`src/rtl/systolic_array_controller.sv`:
```
// Sequencer for an output-stationary ROWS x COLS systolic array: clears the PEs,
// feeds diagonally skewed operands for K + ROWS + COLS - 2 cycles, then reads out rows.
module systolic_array_controller #(
    parameter int ROWS          = 4,
    parameter int COLS          = 4,
    parameter int K_WIDTH       = 8,
    parameter int STEP_WIDTH    = 10,
    parameter int ROW_IDX_WIDTH = 2
) (
    input  logic                     CLK,
    input  logic                     SYNC_RST,
    input  logic                     Start,
    input  logic [K_WIDTH-1:0]       K_Len,
    output logic                     Busy,
    output logic                     Done,
    output logic                     PE_Clear,
    output logic                     PE_EN,
    output logic [STEP_WIDTH-1:0]    Step,
    output logic [ROWS-1:0]          Row_Valid,
    output logic [COLS-1:0]          Col_Valid,
    output logic                     Result_Valid,
    output logic [ROW_IDX_WIDTH-1:0] Result_Row
);

    typedef enum logic [2:0] {
        IDLE,
        CLEAR,
        COMPUTE,
        READOUT,
        DONE
    } state_t;

    localparam logic [STEP_WIDTH-1:0]    SKEW_CYCLES = STEP_WIDTH'(ROWS + COLS - 2);
    localparam logic [STEP_WIDTH-1:0]    STEP_ONE    = STEP_WIDTH'(1);
    localparam logic [ROW_IDX_WIDTH-1:0] LAST_ROW    = ROW_IDX_WIDTH'(ROWS - 1);
    localparam logic [ROW_IDX_WIDTH-1:0] ROW_ONE     = ROW_IDX_WIDTH'(1);

    state_t                     state;
    state_t                     next_state;
    logic [K_WIDTH-1:0]         k_reg;
    logic [STEP_WIDTH-1:0]      step_reg;
    logic [STEP_WIDTH-1:0]      last_step;
    logic [STEP_WIDTH-1:0]      k_ext;
    logic [ROW_IDX_WIDTH-1:0]   row_reg;

    // Last compute index T-1; only consulted in COMPUTE, where K is at least 1.
    assign k_ext     = STEP_WIDTH'(k_reg);
    assign last_step = k_ext + SKEW_CYCLES - STEP_ONE;

    always_comb begin
        next_state = state;
        case (state)
            IDLE:    if (Start) next_state = CLEAR;
            CLEAR:   next_state = (k_reg == '0) ? READOUT : COMPUTE;
            COMPUTE: if (step_reg == last_step) next_state = READOUT;
            READOUT: if (row_reg == LAST_ROW) next_state = DONE;
            DONE:    next_state = IDLE;
            default: next_state = IDLE;
        endcase
    end

    // Step holds its final value after COMPUTE so the buffers see a stable index.
    always_ff @(posedge CLK) begin
        if (SYNC_RST) begin
            state    <= IDLE;
            k_reg    <= '0;
            step_reg <= '0;
            row_reg  <= '0;
        end else begin
            state <= next_state;
            case (state)
                IDLE: begin
                    if (Start) begin
                        k_reg    <= K_Len;
                        step_reg <= '0;
                    end
                end
                COMPUTE: begin
                    if (step_reg != last_step) step_reg <= step_reg + STEP_ONE;
                end
                READOUT: begin
                    row_reg <= (row_reg == LAST_ROW) ? '0 : row_reg + ROW_ONE;
                end
                default: ;
            endcase
        end
    end

    always_comb begin
        Busy         = (state != IDLE);
        Done         = (state == DONE);
        PE_Clear     = (state == CLEAR);
        PE_EN        = (state == COMPUTE);
        Result_Valid = (state == READOUT);
        Step         = step_reg;
        Result_Row   = row_reg;
    end

    // Stream r (or c) carries element Step - r, valid only while that index lies in [0, K).
    always_comb begin
        Row_Valid = '0;
        Col_Valid = '0;
        for (int r = 0; r < ROWS; r++) begin
            Row_Valid[r] = (state == COMPUTE) &&
                           (step_reg >= STEP_WIDTH'(r)) &&
                           ((step_reg - STEP_WIDTH'(r)) < k_ext);
        end
        for (int c = 0; c < COLS; c++) begin
            Col_Valid[c] = (state == COMPUTE) &&
                           (step_reg >= STEP_WIDTH'(c)) &&
                           ((step_reg - STEP_WIDTH'(c)) < k_ext);
        end
    end

endmodule
```
`config.mk`:
```
export PLATFORM = sky130hd
export DESIGN_NAME = systolic_array_controller
export DESIGN_NICKNAME = d
export VERILOG_FILES = /design/src/rtl/systolic_array_controller.sv
export SDC_FILE = /design/constraint.sdc
export NUM_CORES = 1
export LEC_CHECK = 0
export ABC_AREA = 1
export BUFFER_PORTS_ARGS = -buffer_cell sky130_fd_sc_hd__buf_2
export CAP_MARGIN = 10
export CORE_MARGIN = 2
export CORE_UTILIZATION = 53
export CTS_CLUSTER_DIAMETER = 200
export DETAILED_ROUTE_END_ITERATION = 10
export PLACE_DENSITY = 0.78
export SLEW_MARGIN = 20
export SYNTH_ARGS = -nofsm -noshare
export SYNTH_HDL_FRONTEND = slang
export SYNTH_SLANG_ARGS = --single-unit
```
`constraint.sdc`:
```
create_clock -name CLK -period 2.6 [get_ports CLK]
set_input_delay 0.39 -clock CLK [delete_from_list [all_inputs] [get_ports CLK]]
set_output_delay 0.39 -clock CLK [all_outputs]
set_load 0.01 [all_outputs]
```
# ---- Word-level counts from Yosys, hierarchy flattened
# Index checks and enable logic that the tools add are counted.
dict set report classes {
  addsub 7
  n_lt_le_gt_ge 8
  eq_ne 11
  mux 9
  n_reduce_logical 15
}
# cell n
set op_table {}
lappend op_table {{less-than comparator 10 x 8 -> 1 bit} 4}
lappend op_table {{greater-or-equal comparator 10 x 1 -> 1 bit (second input constant)} 2}
lappend op_table {{greater-or-equal comparator 10 x 2 -> 1 bit (second input constant)} 2}
lappend op_table {{2-to-1 mux 10 bit} 2}
lappend op_table {{one-hot mux 10 bit (2 select lines)} 1}
lappend op_table {{subtractor 10 x 2 -> 10 bit (second input constant)} 2}
lappend op_table {{one-hot mux 3 bit (4 select lines)} 1}
lappend op_table {{adder 10 x 1 -> 10 bit (second input constant)} 1}
lappend op_table {{== test 10 bit} 1}
lappend op_table {{inequality test 10 bit} 1}
lappend op_table {{subtractor 10 x 1 -> 10 bit (second input constant)} 1}
lappend op_table {{subtractor 9 x 1 -> 10 bit (second input constant)} 1}
lappend op_table {{adder 8 x 3 -> 9 bit (second input constant)} 1}
lappend op_table {{2-to-1 mux 3 bit} 3}
lappend op_table {{logical AND 1 bit} 8}
lappend op_table {{logical NOT 8 bit} 1}
lappend op_table {{== test 3 x 2 -> 1 bit (second input constant)} 2}
lappend op_table {{inequality test 2 x 1 -> 1 bit (second input constant)} 3}
lappend op_table {{AND reduction 3 bit} 2}
lappend op_table {{== test 3 x 1 -> 1 bit (second input constant)} 1}
lappend op_table {{== test 3 bit (second input constant)} 1}
lappend op_table {{logical NOT 3 bit} 1}
lappend op_table {{nonzero test 3 bit} 1}
lappend op_table {{adder 2 x 1 -> 2 bit (second input constant)} 1}
lappend op_table {{6 further kinds} 6}
dict set report word_totals {
  reg_bits 23
  inputBits 11
  output_inout_bits 25
  word_cells 54
}

# ---- Logic depth before layout (Yosys ltp)
dict set report logic_depth {
  word_depth 5
  mapped_depth 16
  ltp_nobuf 15
}

# ---- Least setup slack after synthesis
# No wires, ideal clock.
dict set report synth_path {
  path_kind {register to output}
  start {reg step_reg[2] (netlist: Step[2])}
  end {out Row_Valid[3]}
  arrival_ns 2.650
  t_required_ns 2.210
  path_slack_ns -0.440
  path_stages_with_launch 13
  n_path_buf 2
  path_cell_list {dfxtp_1 > buf_2 > inv_1 > ha_1 > a21oi_1 > nand3_1 > nor3_1 > xor2_1 > ha_1 > a211oi_1 > nand4_1 > nor3_1 > buf_4}
}
dict set report synth_via {
  elab_chain_cells 3
  word_cells_on_any_way 5
  classes_between {1 x add/sub; 2 x order compare; 2 x reduce/logical}
}
# item line
set synth_lines {}
lappend synth_lines {{start: declaration} 41} ;# logic [STEP_WIDTH-1:0] step_reg;
lappend synth_lines {{start signal: assignment} 79} ;# if (step_reg != last_step) step_reg <= step_reg + STEP_ONE;
lappend synth_lines {{subtractor 10 x 2 -> 10 bit or greater-or-equal comparator 10 x 2 -> 1 bit (tied branches)} --}
lappend synth_lines {{less-than comparator 10 x 8 -> 1 bit or logical AND 1 bit (tied branches)} --}
lappend synth_lines {{logical AND 1 bit *} --}
lappend synth_lines {{end: declaration} 19} ;# output logic [ROWS-1:0] Row_Valid,
# Every way passes the cells marked *; elsewhere a longest branch is shown, timed or not.

# ---- Worst setup path after layout
dict set report layout_path {
  start {reg step_reg[2] (netlist: Step[2])}
  end {out Row_Valid[3]}
}
dict set report layout_via {
  elab_chain_cells 3
  word_cells_on_any_way 5
  classes_between {1 x add/sub; 2 x order compare; 2 x reduce/logical}
}
# item line
set layout_lines {}
lappend layout_lines {{subtractor 10 x 2 -> 10 bit or greater-or-equal comparator 10 x 2 -> 1 bit (tied branches)} {106, 105}}
lappend layout_lines {{less-than comparator 10 x 8 -> 1 bit or logical AND 1 bit (tied branches)} {106, 104}}
lappend layout_lines {{logical AND 1 bit *} 105} ;# (step_reg >= STEP_WIDTH'(r)) &&
# Marks and branches as above.

==> results.yml <==
power:
  p_seq_frac: 0.140
  clock_power_share: 0.054
  share_comb_of_total_power: 0.806
  leakagePower_nw: 1.53
  power_density_mw_per_mm2: 1310
  switching_share: 0.511
  internal_power_mw: 2.00
  p_switching_mw: 2.09
  irDropWorstVdd_v: 0.000563
route:
  dr.pass1.iters: 5
  final_antenna_net_count: 0
  via_count: 2752
  met2WireLength_mm: 3.51
  finalWirelength_mm: 7.18
  routed_via_density: 5.63
  drc_errors: 0
  drt-met1-wl_mm: 3.17
  dr_wl_met3_um: 397
  top_layer: "met4"
  wl_per_cell_um: 14.7
  drt_iter0_drc: 215
global_routing:
  antenna_found_initial: 0
  grt_max_degree: 22
  grt_first_pass_wirelength_mm: 11.8
  overflow: 0
  grt_use_total: 0.278
  grt_pass1_vias: 2568
worst_setup_path:
  crit_type: "flip-flop to primary output"
  crit_family: "simple AND/OR/NAND/NOR gates"
  cp-start-kind: "flip-flop"
  end_kind: "primary output"
  max_stage_delay_ps: 370
  crit_fanout: 5
  critPathArrivalTime_ps: 2450
  worstPathCellList: "inv_6, ha_4, a21oi_4, nand3_4, nor3_4, xor2_1, ha_1, a211oi_2, nand4_1, nor3_2, buf_2"
  crit_buf_inv: 2
  worstPathRequired_ps: 2210
  cp_slowest_cell: "dfxtp_4"
clock_network:
  cts_tree: "yes"
  cts-root-buf: "clkbuf_8"
  numClockSinks: 23
  clk_pin_slew_ps: 80
  clockBufferDepth: 2
  clock_latency_ps: 260
  cts_buffers: 3
  htree_levels: 1
timing:
  final.period_utilization: 1.09
  finClkSkew_ps: 4.57
  max_slew.worst_pin.slew_ps: 640
  min_period_ps: 2840
  fmax_mhz: 352
  hold_viol_final: 0
  setup_ws_ps: -244
  rsz0062_at_grt: "true"
  maxSlewHeadroom: 0.572
  setup-violations-final: 6
  maxSlewViolCount: 0
  fin_tns_setup_ps: -1030
floorplan:
  row_count: 25
  core_mm2: 0.00466
  fp.dieW_um: 73.0
  die-area_mm2: 0.00533
  die_h_um: 73.0
  pin_count: 36
  initial_utilization: 0.542
synthesis:
  synth-edff-count: 0
  ys_seq_area_frac: 0.182
  ys_async_sr_fraction: 0
  synth_most_common_cell: "nand2_1"
  netlist_top_cells_area: "ha_1 19%, dfxtp_1 18%, nand2_1 12%"
  syn_nets: 433
  synth_top_area_frac: 0.193
  yosys_register_bits: 23
  yosys_warnings: 0
  avgSynthCellArea_um2: 6.59
  synthCells: 383
  synth_top_area_cell: "ha_1"
  netlist_area_mm2: 0.00252
  synth_commonest_cells: "78 x nand2_1, 51 x nor2_1, 39 x ha_1, 39 x inv_1, 30 x a21oi_1"
  dominantRegCellSynth: "dfxtp_1"
  yosys.cell_types.count: 33
flow_run:
  cap_violations: 0
finish:
  syn_to_final_growth_pct: 23.9
  largest_reg_flops: 10
  antenna_cells: 0
  drive_gt1_frac: 0.244
  postLayoutCellArea_mm2: 0.00313
  finalNetCount: 486
place:
  detailedPlace.worstSlack_ps: -54.2
  place_hpwl_mm: 5.36
  port_buffers: 35
  routabilityCongestion: 0.929
  place_area_mm2: 0.00283
min_path:
  hold_class: "primary input to flip-flop"
run_status:
  status: "finished with violations"
  failed_checks: "negative setup slack"
==> routing by layer <==
metal	GRT usage	vias to the layer above
met4	0.0638	0
met1	0.362	1268
met3	0.0414	14
met2	0.481	106
met5	0	-
li1	-	1364
==> what timing repair did <==
action                                  in CTS  in global routing
endpoints found under the setup margin       6                  8
hold buffers                                 0                  0
pin swaps                                   15                 14
buffers inserted                            11                  4
gates resized for setup                     12                 17
hold endpoints to repair                     0                  0
==> cell type report <==
class / instances / area [um^2]
Tap cell: 54 / 67.6
Timing Repair Buffer: 64 / 397
Multi-Input combinational cell: 301 / 1980
Sequential cell: 23 / 468
Inverter: 43 / 169
Fill cell: 402 / 1530
Clock buffer: 4 / 45.0
==> power by group through the flow <==
stage / sequential [mW] / clock [mW] / combinational [mW]
after floorplan: 0.563 / 0 / 1.98
after global placement: 0.559 / 0 / 2.56
after detailed placement: 0.565 / 0 / 2.65
after CTS: 0.561 / 0.228 / 2.99
after global routing: 0.586 / 0.244 / 3.69
final: 0.572 / 0.223 / 3.30
==> worst paths after layout <==
kind	from	to	slack (ps)	depth (start not counted)
hold / removal	SYNC_RST	Step[9]$_SDFFE_PP0P_	400	2
setup reg to reg	Step[0]$_SDFFE_PP0P_	Step[2]$_SDFFE_PP0P_	490	15
setup / recovery	Step[2]$_SDFFE_PP0P_	Row_Valid[3]	-240	11
hold reg to reg	Result_Row[0]$_SDFFE_PP0P_	Result_Row[0]$_SDFFE_PP0P_	490	2
==> cells in the final DEF (no fill, tap or decap), drive strengths merged, types with 4 or more instances in the layout <==
cell type / Yosys / final
a21oi: 30 / 30
buf: 11 / 64
clkbuf: 5 / 4
dfxtp: 23 / 23
ha: 39 / 39
inv: 42 / 42
nand2: 82 / 82
nand3: 27 / 27
nand4: 6 / 6
nor2: 52 / 52
nor3: 11 / 11
o21ai: 18 / 18
o21bai: 5 / 5
xor2: 17 / 17
==> through the flow <==
stage / util / total power [mW] / hold WS, ps / instances
6_report: 0.671 / 4.09 / 396 / 489
3_5_place_dp: 0.607 / 3.22 / 493 / 471
4_1_cts: 0.646 / 3.78 / 387 / 485
5_1_grt: 0.671 / 4.52 / 392 / 489
3_3_place_gp: 0.607 / 3.12 / 478 / 471
2_1_floorplan: - / 2.54 / 498 / 383
==> kinds of logic (layout without fill, tap and decap cells) <==
group | count (synthesis) | after routing | synth area share
buffers and inverters | 59 | 111 | 0.107
AND/OR/NAND/NOR | 181 | 181 | 0.315
AO/OA/AOI/OAI | 64 | 64 | 0.144
adder cells (fa/ha/maj) | 39 | 39 | 0.193
flip-flops | 23 | 23 | 0.182
XOR/XNOR | 17 | 17 | 0.0590
(Power assumes the default switching activity.)
